**config.mk**
```make
export PLATFORM = sky130hd
export DESIGN_NAME = nrisc_phase_controller
export DESIGN_NICKNAME = d
export VERILOG_FILES = /design/src/rtl/nrisc_pkg.sv /design/src/rtl/nrisc_timeout_counter.sv /design/src/rtl/nrisc_phase_controller.sv
export SDC_FILE = /design/constraint.sdc
export NUM_CORES = 1
export LEC_CHECK = 0
export CORE_MARGIN = 2
export CORE_UTILIZATION = 50
export DETAILED_ROUTE_END_ITERATION = 10
export PLACE_DENSITY = 0.82
export SYNTH_ARGS = -nofsm -noshare
export SYNTH_HDL_FRONTEND = slang
export SYNTH_SLANG_ARGS = --single-unit
```
**constraint.sdc**
```tcl
create_clock -name clock -period 2.3 [get_ports clock]
set_input_delay 0.345 -clock clock [delete_from_list [all_inputs] [get_ports clock]]
set_output_delay 0.345 -clock clock [all_outputs]
set_load 0.01 [all_outputs]
```
**src/rtl/nrisc_pkg.sv**
```systemverilog
// Shared opcode, state and write-back encodings for the nRisc phase controller.
// Constants and helpers only; no timing and no flow control.
package nrisc_pkg;

  localparam logic [2:0] LI  = 3'b011;
  localparam logic [2:0] LD  = 3'b100;
  localparam logic [2:0] ST  = 3'b101;
  localparam logic [2:0] BEQ = 3'b110;
  localparam logic [2:0] BNZ = 3'b111;

  localparam logic [2:0] S_IDLE     = 3'd0;
  localparam logic [2:0] S_FETCH    = 3'd1;
  localparam logic [2:0] S_READ     = 3'd2;
  localparam logic [2:0] S_EXEC     = 3'd3;
  localparam logic [2:0] S_MEM_WAIT = 3'd4;
  localparam logic [2:0] S_WRITE    = 3'd5;
  localparam logic [2:0] S_HALT     = 3'd6;

  localparam logic [1:0] WB_ALU = 2'b00;
  localparam logic [1:0] WB_MEM = 2'b01;
  localparam logic [1:0] WB_IMM = 2'b10;

  typedef struct packed {
    logic       ir_load;
    logic       rf_read;
    logic       alu_start;
    logic       mem_start;
    logic       mem_we;
    logic       rf_write;
    logic [1:0] wb_sel;
    logic       wb_r1;
    logic       pc_inc;
    logic       pc_branch;
    logic       busy;
  } ctl_t;

  function automatic logic is_mem_op(input logic [2:0] op);
    return (op == LD) || (op == ST);
  endfunction

  function automatic logic writes_rf(input logic [2:0] op);
    return (op != ST) && (op != BNZ);
  endfunction

  function automatic logic [1:0] wb_src(input logic [2:0] op);
    if (op == LI) return WB_IMM;
    if (op == LD) return WB_MEM;
    return WB_ALU;
  endfunction

endpackage

```
**src/rtl/nrisc_timeout_counter.sv**
```systemverilog
// Counts data-memory wait cycles; load starts at 1, terminal flags LIMIT reached.
// Single-cycle update; no flow control, holds at the terminal value.
module nrisc_timeout_counter #(
  parameter int LIMIT = 15
) (
  input  logic clock,
  input  logic reset_n,
  input  logic clear,
  input  logic load,
  input  logic inc,
  output logic terminal
);

  localparam int W = $clog2(LIMIT + 1);

  logic [W-1:0] count;

  always_ff @(posedge clock) begin
    if (!reset_n) begin
      count <= '0;
    end else if (clear) begin
      count <= '0;
    end else if (load) begin
      count <= W'(1);
    end else if (inc && !terminal) begin
      count <= count + W'(1);
    end
  end

  assign terminal = (count == W'(LIMIT));

endmodule

```
**src/rtl/nrisc_phase_controller.sv**
```systemverilog
// Multi-cycle nRisc sequencer: registered one-cycle strobes per phase of each instruction.
// Latency ALU/BEQ 4, LI 2, BNZ 3, LD/ST 3+n cycles; memory stalls via mem_ready with timeout to HALT.
module nrisc_phase_controller
  import nrisc_pkg::*;
#(
  parameter int MEM_TIMEOUT = 15,
  parameter int CNT_W       = 16
) (
  input  logic             clock,
  input  logic             reset_n,
  input  logic             run,
  input  logic [2:0]       instruction,
  input  logic             r1_zero,
  input  logic             mem_ready,
  output logic             ir_load,
  output logic             rf_read,
  output logic             alu_start,
  output logic             mem_start,
  output logic             mem_we,
  output logic             rf_write,
  output logic [1:0]       wb_sel,
  output logic             wb_r1,
  output logic             pc_inc,
  output logic             pc_branch,
  output logic             busy,
  output logic             fault,
  output logic [CNT_W-1:0] retired
);

  logic [2:0]       state;
  logic [2:0]       state_d;
  logic [2:0]       op_q;
  logic [2:0]       op_d;
  ctl_t             ctl_q;
  ctl_t             ctl_d;
  logic             fault_q;
  logic [CNT_W-1:0] retired_q;

  logic to_clear;
  logic to_load;
  logic to_inc;
  logic to_terminal;

  // The opcode is live during FETCH and held from the IR load onwards.
  assign op_d = (state == S_FETCH) ? instruction : op_q;

  always_comb begin
    state_d  = state;
    to_clear = 1'b0;
    to_load  = 1'b0;
    to_inc   = 1'b0;
    case (state)
      S_IDLE:     if (run) state_d = S_FETCH;
      S_FETCH:    state_d = (instruction == LI) ? S_WRITE : S_READ;
      S_READ: begin
        if (is_mem_op(op_q)) begin
          state_d = S_MEM_WAIT;
          to_load = 1'b1;
        end else if (op_q == BNZ) begin
          state_d = S_WRITE;
        end else begin
          state_d = S_EXEC;
        end
      end
      S_EXEC:     state_d = S_WRITE;
      S_MEM_WAIT: begin
        // A completion on the terminal cycle still wins over the timeout.
        if (mem_ready) begin
          state_d  = S_WRITE;
          to_clear = 1'b1;
        end else if (to_terminal) begin
          state_d  = S_HALT;
          to_clear = 1'b1;
        end else begin
          to_inc = 1'b1;
        end
      end
      S_WRITE:    state_d = run ? S_FETCH : S_IDLE;
      S_HALT:     state_d = S_HALT;
      default:    state_d = S_IDLE;
    endcase
  end

  always_comb begin
    ctl_d = '0;
    case (state_d)
      S_FETCH: ctl_d.ir_load   = 1'b1;
      S_READ:  ctl_d.rf_read   = 1'b1;
      S_EXEC:  ctl_d.alu_start = 1'b1;
      S_MEM_WAIT: begin
        if (state == S_READ) begin
          ctl_d.mem_start = 1'b1;
          ctl_d.mem_we    = (op_d == ST);
        end
      end
      S_WRITE: begin
        ctl_d.rf_write  = writes_rf(op_d);
        ctl_d.wb_sel    = writes_rf(op_d) ? wb_src(op_d) : WB_ALU;
        ctl_d.wb_r1     = (op_d == BEQ);
        // r1_zero is only meaningful on the READ->WRITE edge of a BNZ.
        ctl_d.pc_branch = (op_d == BNZ) && !r1_zero;
        ctl_d.pc_inc    = !((op_d == BNZ) && !r1_zero);
      end
      default: ctl_d = '0;
    endcase
    ctl_d.busy = (state_d != S_IDLE) && (state_d != S_HALT);
  end

  always_ff @(posedge clock) begin
    if (!reset_n) begin
      state     <= S_IDLE;
      op_q      <= '0;
      ctl_q     <= '0;
      fault_q   <= 1'b0;
      retired_q <= '0;
    end else begin
      state <= state_d;
      ctl_q <= ctl_d;
      if (state == S_FETCH) op_q <= instruction;
      if ((state == S_MEM_WAIT) && (state_d == S_HALT)) fault_q <= 1'b1;
      if (state == S_WRITE) retired_q <= retired_q + CNT_W'(1);
    end
  end

  nrisc_timeout_counter #(
    .LIMIT(MEM_TIMEOUT)
  ) u_timeout (
    .clock   (clock),
    .reset_n (reset_n),
    .clear   (to_clear),
    .load    (to_load),
    .inc     (to_inc),
    .terminal(to_terminal)
  );

  assign ir_load   = ctl_q.ir_load;
  assign rf_read   = ctl_q.rf_read;
  assign alu_start = ctl_q.alu_start;
  assign mem_start = ctl_q.mem_start;
  assign mem_we    = ctl_q.mem_we;
  assign rf_write  = ctl_q.rf_write;
  assign wb_sel    = ctl_q.wb_sel;
  assign wb_r1     = ctl_q.wb_r1;
  assign pc_inc    = ctl_q.pc_inc;
  assign pc_branch = ctl_q.pc_branch;
  assign busy      = ctl_q.busy;
  assign fault     = fault_q;
  assign retired   = retired_q;

endmodule
```
Word level (Yosys, flattened, before mapping). Index checks and enable logic that the tools add are counted.

Input port bits: 8. Output and inout port bits: 29. Register bits: 39. Logic and storage cells: 95.

Muxes and demuxes: 32. Reduce and logical (&&, ||, !) cells: 18. Bitwise operators: 1. Equal/unequal tests: 25. Add/sub/neg operators: 2.

Operator list (count): $eq 3x3->1 const B (13); $mux 3 (7); $pmux 3 s7 (1); $mux 1 (19); $eq 3x2->1 const B (6); $add 16x1->16 const B (1); $mux 2 (5); $ne 3x3->1 const B (3); $eq 3x1->1 const B (2); $reduce_and 3->1 (2); $logic_and 1x1->1 (5); $add 4x1->4 const B (1); $eq 4x4->1 const B (1); $reduce_and 2->1 (2); $logic_not 1->1 (3); $logic_not 3->1 (1); $reduce_bool 3->1 (1); $reduce_or 3->1 (1); $reduce_bool 2->1 (1); $reduce_or 2->1 (1); $logic_or 1x1->1 (1); $not 1->1 (1).

Depth between registers and ports, before layout.
Depth in word-level cells: 10. Depth in mapped cells: 5. Mapped depth without buffers: 5.

By module. Synthesis repeated with hierarchy kept, for this count alone.

Cells, all modules: 195. Area, all modules: 1856.8 µm².

By module, submodules not included: nrisc_phase_controller (cells each 171, seq. area each 700.7 µm², area each 1654.1 µm², instances 1); nrisc_timeout_counter (cells each 24, seq. area each 80.1 µm², area each 202.7 µm², instances 1).

Worst setup path before layout. Ideal clock, no wire load.

Kind: register -> register. From: reg retired_q[3], in the netlist retired[3]. To: reg retired_q[15], in the netlist retired[15]. Setup time: 0.071 ns. Data arrival time: 1.691 ns. Path buffers: 0. Path slack: 0.538 ns. Data required time: 2.229 ns. Stages on the path, launching flop included: 5. Clock period less this slack: 1.762 ns. Path through: dfxtp_1 nand4_1 or4_4 or3_1 a21oi_1.

Cells in the longest elaborated chain, start to end: 1.

Ends and longest elaborated chain: from (decl) (RTL line nrisc_phase_controller.sv:37) `logic [CNT_W-1:0] retired_q;`; from (signal assigned) (RTL line nrisc_phase_controller.sv:121) `if (state == S_WRITE) retired_q <= retired_q + CNT_W'(1);`; $add 16x1->16 (RTL line nrisc_phase_controller.sv:121).

No other way between the ends. A chain may end at the register's enable or synchronous reset.

Worst setup path after layout.
From: reg state[2]. To: reg retired_q[15], in the netlist retired[15].

Cells in the longest elaborated chain, start to end: 1.

Ends and longest elaborated chain: from (decl) (RTL line nrisc_phase_controller.sv:30) `logic [2:0] state;`; from (signal assigned) (RTL line nrisc_phase_controller.sv:117) `state <= state_d;`; $eq 3x3->1 (RTL line nrisc_phase_controller.sv:121).

No other way between the ends.

==> flow_summary.ini <==
[status]
run_status = completed

[power]
power_density_nw_per_um2 = 802
vdd_ir_drop_max_v = 0.000736
power_leakage_nw = 0.815

[timing]
totalNegativeSetupSlack_ps = 0
rsz0062_at_grt = false
clock.fmax_mhz = 520
setup_viol_count_final = 0
hold_violations = 0
drv_slew = 0
maxSlewHeadroom_pct = 65.6
min_period_ps = 1920
worst_slew_pin_tran_ps = 502
timing.clock.skew_ps = 5.65
timing.final.crit_share_pct = 83.7

[critical_path]
critical_path.endpoint_type = register
critPathLaunch = state[2]$_SDFF_PN0_
cp_slowest_stage_delay_ps = 630
worst_r2r_startpoint = state[2]$_SDFF_PN0_
cp_data_arrival_time_ps = 2210
critical_path.slowest_cell = sky130_fd_sc_hd__dfxtp_1
critical_path_class = register to register
cp_data_required_time_ps = 2580
critical_path.max_fanout = 12
startpoint_class_of_the_critical_path = register
critical_path.cell_chain = nand4b_4 -> or4_4 -> or3_1 -> a21oi_1

[grt]
grt_remaining_overflow = 0
grt_pass1_vias = 1387
grt_antenna_before_repair = 0
global_route_wire_length_before_repair_mm = 6.18
global_route.usage.total_pct = 19.5
pin_count_of_the_biggest_net_entering_global_routing = 16

[floorplanning]
floorplan.rows = 21
area_of_the_core_um2 = 3360
die_w_um = 63.6
i_o_pin_cnt = 37
die_height_um = 63.6
initial_core_util_pct = 52.9
die_area_um2 = 4050

[route]
postRouteAntennaNets = 0
detailedRoute.firstIterationViolations = 62
drt_drc_violations_left = 0
drt_pre_antenna_iters = 4
route.vias.total = 1539
detail_route.vias_per_cell = 5.44
route.detailed.wl_per_inst_um = 13.1
post_detailed_routing_wire_length_mm = 3.71

[clock_network]
clock_latency_ps = 340
hold_fix_buffers_cts = 0
h-tree-depth = 2
clock_sinks = 39
root_buf_cell = sky130_fd_sc_hd__clkbuf_4
tritoncts_clock_tree = yes
postCtsSetupBuffers = 0
cts_resized = 0
cts_buffers = 5
clk_transition_reported_paths_ps = 110
cts-root-to-sink-buffers = 2

[logic_synthesis]
synth.cell_area_um2 = 1780
mean_instance_size_in_the_synthesized_netlist_um2 = 9.16
yosysSeqAreaShare_pct = 43.9
ys_async_rst_share_pct = 0
synth_flop_cell = sky130_fd_sc_hd__dfxtp_1
synthDistinctLibCells = 41
syn-num-nets = 204
synthesis.yosys.warnings = 0
netlist_instances = 194
postSynthRegisterBits = 39
synth_enable_flop_cells = 0

[finish]
design_area_um2 = 2270
layout_cells_sized_above_1_pct = 9.28
most_common_library_cell_in_the_layout_ignoring_fill_and_taps = sky130_fd_sc_hd__dfxtp_1
diodes = 0
layout_common_cells = sky130_fd_sc_hd__dfxtp_1 (38), sky130_fd_sc_hd__clkdlybuf4s50_1 (36), sky130_fd_sc_hd__nor2_1 (24)
design.final.nets = 246
n_fill_cell = 312
area.growth.synth_to_final_pct = 27.9

[place]
dp.final_hpwl_mm = 2.72
dpl_cell_area_um2 = 2200
globalplace.congestion = 0.802
port_buffers = 36

[hold_path]
timing.hold.worst.class = register to register
hold_path.startpoint = u_timeout.count[1]$_SDFFE_PP0P_

[flow_run]
max_cap_violations = 0
## stage by stage
stage | power [mW] | cells | utilization (%) | hold WS (ps) | worst slack, ps
after floorplan | 1.26 | 194 | - | 449 | 538
after global placement | 1.43 | 275 | 65.5 | 463 | 330
after detailed placement | 1.44 | 275 | 65.5 | 459 | 233
after CTS | 1.83 | 283 | 67.6 | 492 | 195
after global routing | 1.93 | 283 | 67.6 | 512 | 214
final | 1.82 | 283 | 67.6 | 487 | 376
## flip-flops by register name (all words and copies together) (netlist names)
register / flops
pc_branch: 1
wb_sel: 2
pc_inc: 1
busy: 1
ir_load: 1
fault: 1
mem_start: 1
op_q: 3
state: 3
rf_read: 1
mem_we: 1
alu_start: 1
u_timeout.count: 4
rf_write: 1
retired: 16
wb_r1: 1
## synthesized netlist by cell type (2+ instances only)
master                     count  share of area, %
sky130_fd_sc_hd__and3_1        4               1.4
sky130_fd_sc_hd__xnor2_1       7               3.4
sky130_fd_sc_hd__buf_1         2              0.42
sky130_fd_sc_hd__a22o_1        2              0.99
sky130_fd_sc_hd__nor2b_1       5               1.8
sky130_fd_sc_hd__dfxtp_1      39                44
sky130_fd_sc_hd__mux2i_1       3               1.7
sky130_fd_sc_hd__nand4_1       6               2.1
sky130_fd_sc_hd__xor2_1        6               3.0
sky130_fd_sc_hd__nand2b_1      5               1.8
sky130_fd_sc_hd__nand2_1      15               3.2
sky130_fd_sc_hd__ha_1          2               1.4
sky130_fd_sc_hd__o21ai_0       7               2.0
sky130_fd_sc_hd__or3_1         4               1.4
sky130_fd_sc_hd__nor3_1        4               1.1
sky130_fd_sc_hd__mux2_2        2               1.3
sky130_fd_sc_hd__nor3b_1       2              0.84
sky130_fd_sc_hd__and4b_1       2               1.1
sky130_fd_sc_hd__buf_2         2              0.56
sky130_fd_sc_hd__nor2_1       24               5.1
sky130_fd_sc_hd__nor4_1        8               2.8
sky130_fd_sc_hd__a21oi_1      10               2.8
sky130_fd_sc_hd__nand3_1      12               3.4
sky130_fd_sc_hd__inv_1         2              0.42
sky130_fd_sc_hd__nor4b_1       3               1.5
## critical path: cells and delay by family (launching register included)
family | cells | cell delay (ps)
AO/OA/AOI/OAI | 1 | 130
flip-flops | 1 | 630
AND/OR/NAND/NOR | 3 | 1090
## metal layers
layer	global-route usage, %	up-vias	wire [um]
met3	5.89	5	186
met4	6.52	0	50
met2	34.3	37	1860
met1	22.4	713	1620
met5	0	-	0
li1	-	784	-
## layout make-up
cell class	instances	area [um2]	area share (%)
clock buffers	8	68.8	3.03
inverters	3	11.3	0.495
multi-input cells	147	963	42.4
flip-flops and latches	39	782	34.4
well taps	46	57.6	2.53
repair buffers	40	390	17.2
## power breakdown
group | switching, mW | internal (mW) | leakage, nW
Clock | 0.210 | 0.180 | 0.0386
Combinational | 0.314 | 0.267 | 0.460
Sequential | 0.108 | 0.744 | 0.316
Total | 0.632 | 1.19 | 0.815
## final timing paths
path                            slack, ps  cells past startpoint                               to
worst max-delay path                  380                      4         retired[15]$_SDFFE_PN0N_
worst min-delay path                  490                      2  u_timeout.count[1]$_SDFFE_PP0P_
worst max register to register        380                      4         retired[15]$_SDFFE_PN0N_
worst min register to register        490                      2  u_timeout.count[1]$_SDFFE_PP0P_
## cells by family after synthesis
kind of cell	count (synthesis)	share of synthesized area (%)
fa+ha+maj	2	1.41
xor+xnor	13	6.40
compound gates	23	8.16
mux	5	2.96
flops	39	43.9
buf+inv	8	1.90
simple gates	104	35.3
Note: power is estimated with default switching activity, not from simulation.
